[config.mk]
export PLATFORM = sky130hd
export DESIGN_NAME = commit_trace
export DESIGN_NICKNAME = d
export VERILOG_FILES = /design/src/rtl/commit_trace.sv
export SDC_FILE = /design/constraint.sdc
export NUM_CORES = 1
export LEC_CHECK = 0
export CORE_MARGIN = 1.5
export CORE_UTILIZATION = 45
export CTS_BUF_LIST = sky130_fd_sc_hd__clkbuf_8
export DETAILED_ROUTE_END_ITERATION = 10
export HOLD_SLACK_MARGIN = 0.06
export SLEW_MARGIN = 20
export SYNTH_ARGS = -nofsm -noshare
export SYNTH_HDL_FRONTEND = slang
export SYNTH_SLANG_ARGS = --single-unit
[constraint.sdc]
create_clock -name clk -period 7.9 [get_ports clk]
set_clock_uncertainty 0.2 [all_clocks]
set_input_delay 1.58 -clock clk [delete_from_list [all_inputs] [get_ports clk]]
set_output_delay 1.58 -clock clk [all_outputs]
set_load 0.02 [all_outputs]
[src/rtl/commit_trace.sv]
// Commit-trace ring buffer fed by the writeback commit stream, drained by a debug pop port.
// Optional retired-commit counter enabled by defining COMMIT_TRACE_RETIRE_CNT_EN.
module commit_trace #(
    parameter int XLEN  = 64,
    parameter int DEPTH = 16,
    localparam int AW   = $clog2(DEPTH)
) (
    input  logic            clk,
    input  logic            rst,
    input  logic [XLEN-1:0] pc_wb_i,
    input  logic [31:0]     inst_data_wb_i,
    input  logic            clr_i,
    input  logic            rd_en_i,
    output logic            rd_valid_o,
    output logic [XLEN-1:0] rd_pc_o,
    output logic [31:0]     rd_inst_o,
    output logic [AW:0]     count_o,
    output logic            empty_o,
    output logic            full_o,
    output logic            overflow_o,
    output logic            halt_o,
    output logic [63:0]     retire_cnt_o
);

    localparam logic [31:0] INST_NOP    = 32'h0000_0013;
    localparam logic [31:0] INST_EBREAK = 32'h0010_0073;
    localparam logic [AW:0] FULL_CNT    = (AW+1)'(DEPTH);

    typedef struct packed {
        logic [XLEN-1:0] pc;
        logic [31:0]     inst;
    } entry_t;

    entry_t        mem [DEPTH];
    logic [AW-1:0] head_q, tail_q;
    logic [AW:0]   count_q;
    logic          overflow_q, halt_q;

    logic commit, pop, full, drop;

    always_comb begin
        commit = (pc_wb_i != '0) && (inst_data_wb_i != INST_NOP) && !halt_q;
        pop    = rd_en_i && (count_q != '0);
        full   = (count_q == FULL_CNT);
        // A simultaneous pop frees the slot, so only an unmatched push into a full ring drops.
        drop   = commit && full && !pop;
    end

    // NOTE: the storage array has no reset; pointers and count alone define which entries are live.
    always_ff @(posedge clk) begin
        if (commit && !clr_i) begin
            mem[tail_q] <= '{pc: pc_wb_i, inst: inst_data_wb_i};
        end
    end

    always_ff @(posedge clk or negedge rst) begin
        if (!rst) begin
            head_q     <= '0;
            tail_q     <= '0;
            count_q    <= '0;
            overflow_q <= 1'b0;
            halt_q     <= 1'b0;
            rd_valid_o <= 1'b0;
            rd_pc_o    <= '0;
            rd_inst_o  <= '0;
        end else if (clr_i) begin
            head_q     <= '0;
            tail_q     <= '0;
            count_q    <= '0;
            overflow_q <= 1'b0;
            halt_q     <= 1'b0;
            rd_valid_o <= 1'b0;
        end else begin
            rd_valid_o <= pop;
            if (pop) begin
                rd_pc_o   <= mem[head_q].pc;
                rd_inst_o <= mem[head_q].inst;
            end
            if (pop || drop) begin
                head_q <= head_q + 1'b1;
            end
            if (commit) begin
                tail_q <= tail_q + 1'b1;
                if (inst_data_wb_i == INST_EBREAK) begin
                    halt_q <= 1'b1;
                end
            end
            if (drop) begin
                overflow_q <= 1'b1;
            end
            if (commit && !pop && !full) begin
                count_q <= count_q + 1'b1;
            end else if (pop && !commit) begin
                count_q <= count_q - 1'b1;
            end
        end
    end

`ifdef COMMIT_TRACE_RETIRE_CNT_EN
    // Counts every qualified commit, independent of the buffer clear.
    logic [63:0] retire_q;

    always_ff @(posedge clk or negedge rst) begin
        if (!rst) begin
            retire_q <= '0;
        end else if (commit) begin
            retire_q <= retire_q + 64'd1;
        end
    end

    assign retire_cnt_o = retire_q;
`else
    assign retire_cnt_o = 64'd0;
`endif

    assign count_o    = count_q;
    assign empty_o    = (count_q == '0);
    assign full_o     = full;
    assign overflow_o = overflow_q;
    assign halt_o     = halt_q;

endmodule

## Word level (Yosys, flattened, before mapping)

Memories as Yosys holds them, arrays and structs flattened. A register that Yosys moved wholly into a read port is not among the register bits.
Index checks and enable logic that the tools add are counted.

- Memory bits (read-only): 0
- Output and inout bits: 170
- RAM bits: 1536
- Register bits after elaboration: 16
- Logic and storage cells: 56
- Bits in latches: 0
- Input bits: 100
- Memories kept: 1

- Bitwise logic cells: 1
- Equality and inequality tests: 3
- Multiply operators: 0
- Reduce and logical (&&, ||, !) cells: 26
- Shift-type cells: 0
- $lt $le $gt $ge: 0
- Mux-type cells: 15
- Div/mod/pow operators: 0
- $add $sub $neg: 4

Memories:

| memory | depth | bits a word | rd ports | clocked after memory_dff | write ports | line | source |
|---|---|---|---|---|---|---|---|
| mem | 16 | 96 | 1 | 1 | 1 | 34 | `entry_t mem [DEPTH];` |

Operators with widths:

| operator | count |
|---|---|
| 64-bit nonzero test | 1 |
| 32-bit by 21-bit == test with 1-bit output (second input constant) | 1 |
| 32-bit by 5-bit inequality test with 1-bit output (second input constant) | 1 |
| 4-bit two-way mux | 4 |
| 5-bit two-way mux | 3 |
| 1-bit logical AND | 9 |
| 4-bit by 1-bit adder with 4-bit output (second input constant) | 2 |
| 1-bit two-way mux | 8 |
| 2-bit nonzero test | 4 |
| 1-bit zero test | 6 |
| 5-bit by 1-bit adder with 5-bit output (second input constant) | 1 |
| 5-bit == test (second input constant) | 1 |
| 5-bit zero test | 1 |
| 5-bit nonzero test | 1 |
| 5-bit by 1-bit subtractor with 5-bit output (second input constant) | 1 |
| 2-bit AND reduction | 2 |
| 3-bit nonzero test | 1 |
| 1-bit logical OR | 1 |
| 1-bit NOT | 1 |

## Longest topological paths before layout

Gate-level depths: netlist (run 1).

- Depth after elaboration: 8
- Gate-level depth with buffers: 10
- Gate-level depth less buffers: 9

## Worst setup path after synthesis (run 1)

Ideal clock, no wire load.

- Path kind: input port to flip-flop
- From: input port inst_data_wb_i[4]
- To: memory mem[15][0] (netlist name) (enable)
- Data required time: 7.138 ns
- Setup slack: 0.742 ns
- Path buffers: 0
- Stages: 5
- Data arrival time: 6.396 ns
- Setup time: 0.562 ns
- Cells stage by stage: nor4b_1 -> nand4_1 -> or4_1 -> nand4_1 -> nor2b_1

- Word-level cells in the longest chain between the ends: 6

RTL lines:

| what | line | source |
|---|---|---|
| start: declaration | 11 | `input logic [31:0] inst_data_wb_i,` |
| 32-bit by 5-bit inequality test with 1-bit output | 42 | `commit = (pc_wb_i != '0) && (inst_data_wb_i != INST_NOP) && !halt_q;` |
| 1-bit logical AND (2 in series) | 42 |  |
| 1-bit logical AND | 51 | `if (commit && !clr_i) begin` |
| 1-bit two-way mux | 51 |  |
| 1-bit two-way mux (not written as such) | 52 | `mem[tail_q] <= '{pc: pc_wb_i, inst: inst_data_wb_i};` |
| end: declaration | 34 |  |

Every way passes these cells.

## Worst setup path in the final report (run 1)

- From: input port inst_data_wb_i[24]
- To: memory mem[0][56] (netlist name) (enable)

Same word-level chain as after synthesis.

==> flow_summary.json, run 1 <==
{
  "wire_per_inst_um": 27.4,
  "p_sw_share_pct": 27.6,
  "drc": 0,
  "endpoint_kind": "flip-flop",
  "crit_family": "simple AND/OR/NAND/NOR gates",
  "yosys_warnings": 0,
  "seqPwrFrac_pct": 47.9,
  "internal-power_uw": 15700,
  "yosysUniqueCellTypes": 49,
  "crit_slowest_cell": "and3_4",
  "yosysTopAreaCell": "edfxtp_1",
  "utilization_pct": 52.3,
  "fmax_ghz": 0.186,
  "cts_buffers": 283,
  "cts_tree": "yes",
  "coreArea_um2": 140000,
  "synthMostInstantiatedCell": "edfxtp_1",
  "synthTopCellsByArea": "edfxtp_1, mux4_2, mux2i_1",
  "vias_per_cell": 5.70,
  "start_kind": "primary input",
  "fp-row-count": 137,
  "final.setup.tns_ns": 0,
  "cts_buffer_depth": 4,
  "critPathMaxFanout": 41,
  "postCtsSetupBuffers": 0,
  "rr_endpoint": "rd_inst_o[13]$_DFFE_PN0P_",
  "max_slew.worst_pin.slew_ns": 1.13,
  "critPathArrivalTime_ns": 5.74,
  "critPathMaxStageDelay_ns": 0.98,
  "antenna_found_initial": 21,
  "async_reset_ff_share_pct": 6.80,
  "power_switching_uw": 5980,
  "min_path_cells": 2,
  "drtPass1Iterations": 5,
  "ys_seq_elements": 1648,
  "slew_violations": 0,
  "ir_drop_mv": 0.291,
  "min_path_type": "flip-flop to flip-flop",
  "outcome": "complete, no violations",
  "finalHoldViolations": 0,
  "synth_edf_count": 1536,
  "ant_nets": 0,
  "cp_num_buf_inv": 3,
  "cts_max_level": 5,
  "cts.clk_slew.worst_paths_ns": 0.06,
  "rsz0062_at_grt": "false",
  "reg2reg_slack_ns": 3.74,
  "grt_pass1_wl_um": 228000,
  "routed_wl_um": 158000,
  "path_class": "primary input to flip-flop",
  "p_leak_uw": 0.0235,
  "avgSynthCellArea_um2": 19.4,
  "synthFlopType": "edfxtp_1",
  "regToRegStartpoint": "head_q[2]$_DFFE_PN0P_",
  "ios": 270,
  "dieArea_um2": 144000,
  "drive_gt1_share_pct": 19.5,
  "start_util_pct": 45.5,
  "area_growth_pct": 14.9,
  "postPlaceCellArea_um2": 68100,
  "syn_inst": 3286,
  "vias": 32887,
  "hpwlAfterDp_um": 81900,
  "die_w_um": 379,
  "grt_pass1_vias": 33097,
  "max_slew_margin_pct": 24.7,
  "synth_top_cell_area_share_pct": 72.5,
  "min_to": "rd_inst_o[31]$_DFFE_PN0P_",
  "die_h_um": 379,
  "fin_ws_ns": 2.52,
  "grt_max_degree": 130,
  "min_period_ns": 5.38,
  "crit_chain": "clkdlybuf4s50_1 > nor4_1 > buf_4 > nand2_1 > nor4_1 > nor3_2 > and3_4 > buf_4",
  "required_ns": 8.26,
  "maxCapViolCount": 0,
  "grt_usage_pct": 22.1,
  "min_from": "rd_inst_o[31]$_DFFE_PN0P_",
  "fin_crit_sh_pct": 68.1,
  "drt_iter0_drc": 3043,
  "hold_buffers": 0,
  "fin_area_um2": 73100,
  "io_buffers": 205,
  "cts_resized": 0,
  "syn_area_um2": 63600,
  "setup_violations": 0,
  "netlist_top_cells_count": "edfxtp_1, mux2i_1, mux4_2",
  "insertion_delay_ns": 0.99,
  "p_per_area_nw_per_um2": 296,
  "yosysSeqAreaShare_pct": 76.9,
  "post-place-ws_ns": 1.54,
  "p_clk_share_pct": 32.0,
  "cts_root_buffer": "clkbuf_8",
  "cts.sinks": 1648,
  "nets": 3789,
  "comb_power_share_pct": 20.1,
  "place.gp.congestion": 0.750,
  "reg2reg_depth": 6,
  "globalRouteOverflowTotal": 0
}
-- layout by cell type, fill, tap and decap left out, types with 44 or more instances in the layout --
cell type / n
mux4_2: 192
inv_1: 110
a21boi_0: 96
edfxtp_1: 1536
dfrtp_1: 108
buf_4: 71
nand2_1: 102
clkinv_1: 44
o221ai_1: 96
clkdlybuf4s50_1: 203
o21ai_0: 97
conb_1: 64
o22ai_1: 96
a21oi_1: 103
o31ai_1: 96
mux2i_1: 291
clkbuf_8: 309
mux2_2: 98
-- layer usage --
metal  track usage [%]  wire length, um
met5                 0               89
met1              31.6            69800
met2              33.8            73100
met3              5.48            12200
met4              6.40             3200
-- per-stage QoR --
stage | std cells | power, uW | hold slack [ns]
detailed placement | 5270 | 15000 | 0.274
global route | 5764 | 22600 | 0.308
CTS | 5758 | 21900 | 0.286
global placement | 5270 | 15000 | 0.267
floorplan | 3349 | 13400 | 0.359
finish | 5770 | 21700 | 0.278
-- worst max-delay path by stage --
stage,start,end,slack [ns],cells after the start
2_1_floorplan,inst_data_wb_i[4],mem[15][0]$_DFFE_PP_,0.74,5
3_3_place_gp,pc_wb_i[54],count_o[4]$_DFFE_PN0P_,1.50,10
3_5_place_dp,inst_data_wb_i[24],mem[0][27]$_DFFE_PP_,1.54,8
4_1_cts,inst_data_wb_i[24],mem[0][56]$_DFFE_PP_,2.56,8
5_1_grt,inst_data_wb_i[24],mem[0][56]$_DFFE_PP_,2.36,8
6_report,inst_data_wb_i[24],mem[0][56]$_DFFE_PP_,2.52,8
-- state kept, by name, summed over array words and instances (netlist names) --
name,cells
count_o,5
tail_q,4
rd_pc_o,64
mem,1536
rd_valid_o,1
overflow_o,1
halt_o,1
head_q,4
rd_inst_o,32
-- power by group through the flow --
| stage | clock [uW] | combinational (uW) | sequential, uW |
|---|---|---|---|
| after floorplan | 0 | 2870 | 10500 |
| after global placement | 0 | 4380 | 10600 |
| after detailed placement | 0 | 4400 | 10600 |
| after CTS | 7090 | 4410 | 10400 |
| after global routing | 7470 | 4680 | 10400 |
| final | 6940 | 4350 | 10400 |
-- kinds of logic after synthesis --
group | after synthesis | synth area share (%)
XOR/XNOR | 5 | 0.0688
flip-flops | 1648 | 76.9
AO/OA/AOI/OAI | 592 | 6.22
multiplexers | 582 | 13.1
adder cells (fa/ha/maj) | 10 | 0.208
buffers and inverters | 257 | 2.03
other | 1 | 0.00589
AND/OR/NAND/NOR | 191 | 1.45
-- worst register-to-register path, delay by kind of cell (launching register included) --
family                 cells  cell delay [ns]
AOI/OAI and AO/OA          4             0.86
DFF                        1             1.16
buffers and inverters      1             0.96
and+or+nand+nor            1             0.86
-- area by class of cell --
class / count / area (um^2)
Antenna cell: 12 / 30.0
Timing Repair Buffer: 296 / 2980
Tap cell: 1876 / 2350
Inverter: 6 / 22.5
Fill cell: 11161 / 66700
Clock inverter: 179 / 776
Multi-Input combinational cell: 1444 / 13800
Clock buffer: 309 / 4250
Sequential cell: 1648 / 48900
Note: power is estimated with default switching activity, not from simulation.
==> inputs of run 2 (changes only) <==
==> constraint.sdc (replaced) <==
create_clock -name clk -period 4.65 [get_ports clk]
set_clock_uncertainty 0.2 [all_clocks]
set_input_delay 0.93 -clock clk [delete_from_list [all_inputs] [get_ports clk]]
set_output_delay 0.93 -clock clk [all_outputs]
set_load 0.02 [all_outputs]
==> run 2 against run 1 <==
Utilization up 1.8 points. Final area up 3.4%. Critical path depth up 4. Worst hold slack better by 0.0037 ns. Register-to-register slack worse by 3.0 ns. Sequential share of layout area down 2.2 points. Clock power up 69%. Non-clock buffer count up 196. Via count up 3.9%. Critical path type unchanged. Largest cell class unchanged.
==> flow_summary.json, run 2 (synthesis gave the netlist of run 1 again) <==
{
  "outcome": "complete, no violations",
  "cts_tree": "yes",
  "ios": 270,
  "min_path_type": "flip-flop to flip-flop",
  "die_w_um": 379,
  "routed_wl_um": 169000,
  "p_per_area_nw_per_um2": 491,
  "routedLengthMet1_um": 72000,
  "rsz0062_at_grt": "false",
  "min_to": "rd_inst_o[8]$_DFFE_PN0P_",
  "grt_pass1_vias": 34725,
  "antenna_found_initial": 8,
  "finalHoldViolations": 0,
  "whs_ns": 0.282,
  "layout_common_cells": "edfxtp_1, clkbuf_8, mux2i_1, clkdlybuf4s50_1, mux4_2",
  "cts_buffer_depth": 4,
  "dieArea_um2": 144000,
  "critPathArrivalTime_ns": 5.13,
  "critPathMaxStageDelay_ns": 0.70,
  "endpoint_kind": "flip-flop",
  "startpoint": "pc_wb_i[41]",
  "maxCapViolCount": 0,
  "reg2reg_depth": 10,
  "drtPass1Iterations": 5,
  "total_power_uw": 37200,
  "vias_per_cell": 5.75,
  "min_path_cells": 2,
  "critPathMaxFanout": 11,
  "p_leak_uw": 0.0248,
  "globalRouteOverflowTotal": 0,
  "place.gp.congestion": 0.773,
  "start_util_pct": 45.5,
  "grt_usage_pct": 23.6,
  "power_switching_uw": 10300,
  "ir_drop_mv": 0.296,
  "postCtsSetupBuffers": 0,
  "cts_root_buffer": "clkbuf_8",
  "max_slew.worst_pin.slew_ns": 0.961,
  "drt_iter0_drc": 3005,
  "regToRegStartpoint": "count_o[1]$_DFFE_PN0P_",
  "comb_power_share_pct": 21.2,
  "drive_gt1_share_pct": 23.0,
  "setup_violations": 0,
  "p_sw_share_pct": 27.7,
  "placed_cells_incl_taps": 5465,
  "wl_met2_um": 83000,
  "num-fill-cells": 11036,
  "io_buffers": 205,
  "layout.cells.non_filler": 5949,
  "cp_common_cell": "buf_4",
  "top_regs": "mem: 1536 flops, rd_pc_o: 64 flops, rd_inst_o: 32 flops",
  "rr_endpoint": "count_o[4]$_DFFE_PN0P_",
  "internal-power_uw": 26900,
  "wl_met3_um": 10700,
  "ant_nets": 0,
  "drc": 0,
  "path_class": "primary input to flip-flop",
  "top_register": "mem",
  "min_from": "rd_inst_o[8]$_DFFE_PN0P_",
  "start_kind": "primary input",
  "cts_resized": 0,
  "die_h_um": 379,
  "nets": 3984,
  "grt_pass1_wl_um": 242000,
  "seqPwrFrac_pct": 47.2,
  "crit_slowest_cell": "nor4_1",
  "multi_input_comb_area_um2": 13800,
  "final_common_cell": "edfxtp_1",
  "fmax_ghz": 0.224,
  "grt_max_degree": 93,
  "min_period_ns": 4.47,
  "p_clk_share_pct": 31.5,
  "seq_area_um2": 48900,
  "cts.clk_slew.worst_paths_ns": 0.06,
  "slew_violations": 0,
  "hpwlAfterDp_um": 94500,
  "cts_max_level": 5,
  "wire_per_inst_um": 28.4,
  "fin_crit_sh_pct": 96.1,
  "fp-row-count": 137,
  "required_ns": 5.31,
  "hold_buffers": 1,
  "insertion_delay_ns": 0.99,
  "max_slew_margin_pct": 36.0,
  "vias": 34184,
  "utilization_pct": 54.1,
  "reg2reg_slack_ns": 0.79,
  "area_growth_pct": 18.9,
  "coreArea_um2": 140000,
  "cts.sinks": 1648,
  "crit_chain": "clkdlybuf4s50_1 > nor4_1 > nand4_1 > buf_4 > nor4_1 > buf_4 > or4_1 > buf_4 > ha_1 > a21oi_1 > mux2i_1 > mux2_1",
  "cts_buffers": 282,
  "largest_reg_flops": 1536,
  "top_layer": "met5"
}
## run 2: changes by cell type in the layout (fill, tap and decap cells not counted), moves of 5 or more
cell | previous run | this run
buf_12 | 20 | 110
diode_2 | 12 | 5
buf_4 | 71 | 176
clkinv_1 | 44 | 39
clkinv_2 | 23 | 11
inv_1 | 110 | 119
## run 2: power groups by stage
stage,Combinational (uW),Sequential [uW],Clock [uW]
floorplan,4880,17900,0
global placement,7920,17900,0
detailed placement,7980,17900,0
CTS,8000,17600,11900
global route,8430,17600,12600
finish,7890,17600,11700
## run 2: worst max-delay path by stage
stage,to,slack [ns],cells past startpoint
final,count_o[4]$_DFFE_PN0P_,0.18,12
after global routing,count_o[4]$_DFFE_PN0P_,0.39,12
after CTS,count_o[4]$_DFFE_PN0P_,0.38,12
after detailed placement,count_o[4]$_DFFE_PN0P_,-0.70,12
after global placement,count_o[4]$_DFFE_PN0P_,-1.14,12
after floorplan,mem[11][0]$_DFFE_PP_,-0.16,5
## run 2: layout make-up
cell class | instances | share of cell area (%)
clock inverters | 172 | 0.981
flip-flops and latches | 1648 | 64.7
clock buffers | 306 | 5.57
multi-input cells | 1444 | 18.2
well taps | 1876 | 3.10
inverters | 6 | 0.0298
repair buffers | 492 | 7.39
diodes | 5 | 0.0165
## run 2: layer usage
| metal | global-route usage [%] | up-vias |
|---|---|---|
| met2 | 38.9 | 1317 |
| met1 | 32.7 | 17993 |
| li1 | - | 14622 |
| met3 | 4.01 | 250 |
| met5 | 0 | - |
| met4 | 6.08 | 2 |
## run 2: critical path: cells and delay by family
kind | cells | cell delay, ns
and+or+nand+nor | 4 | 1.83
buffers and inverters | 4 | 1.31
adders and majority gates | 1 | 0.26
AOI/OAI and AO/OA | 1 | 0.20
muxes | 2 | 0.56
## run 2: through the flow
step                      cell area (um^2)  setup slack (ns)  setup TNS, ns
after detailed placement             70700            -0.702        -145.92
after CTS                            75600             0.377              0
after floorplan                      63900            -0.161         -46.42
final                                75600             0.179              0
after global placement               70700             -1.14        -813.65
after global routing                 75600             0.390              0
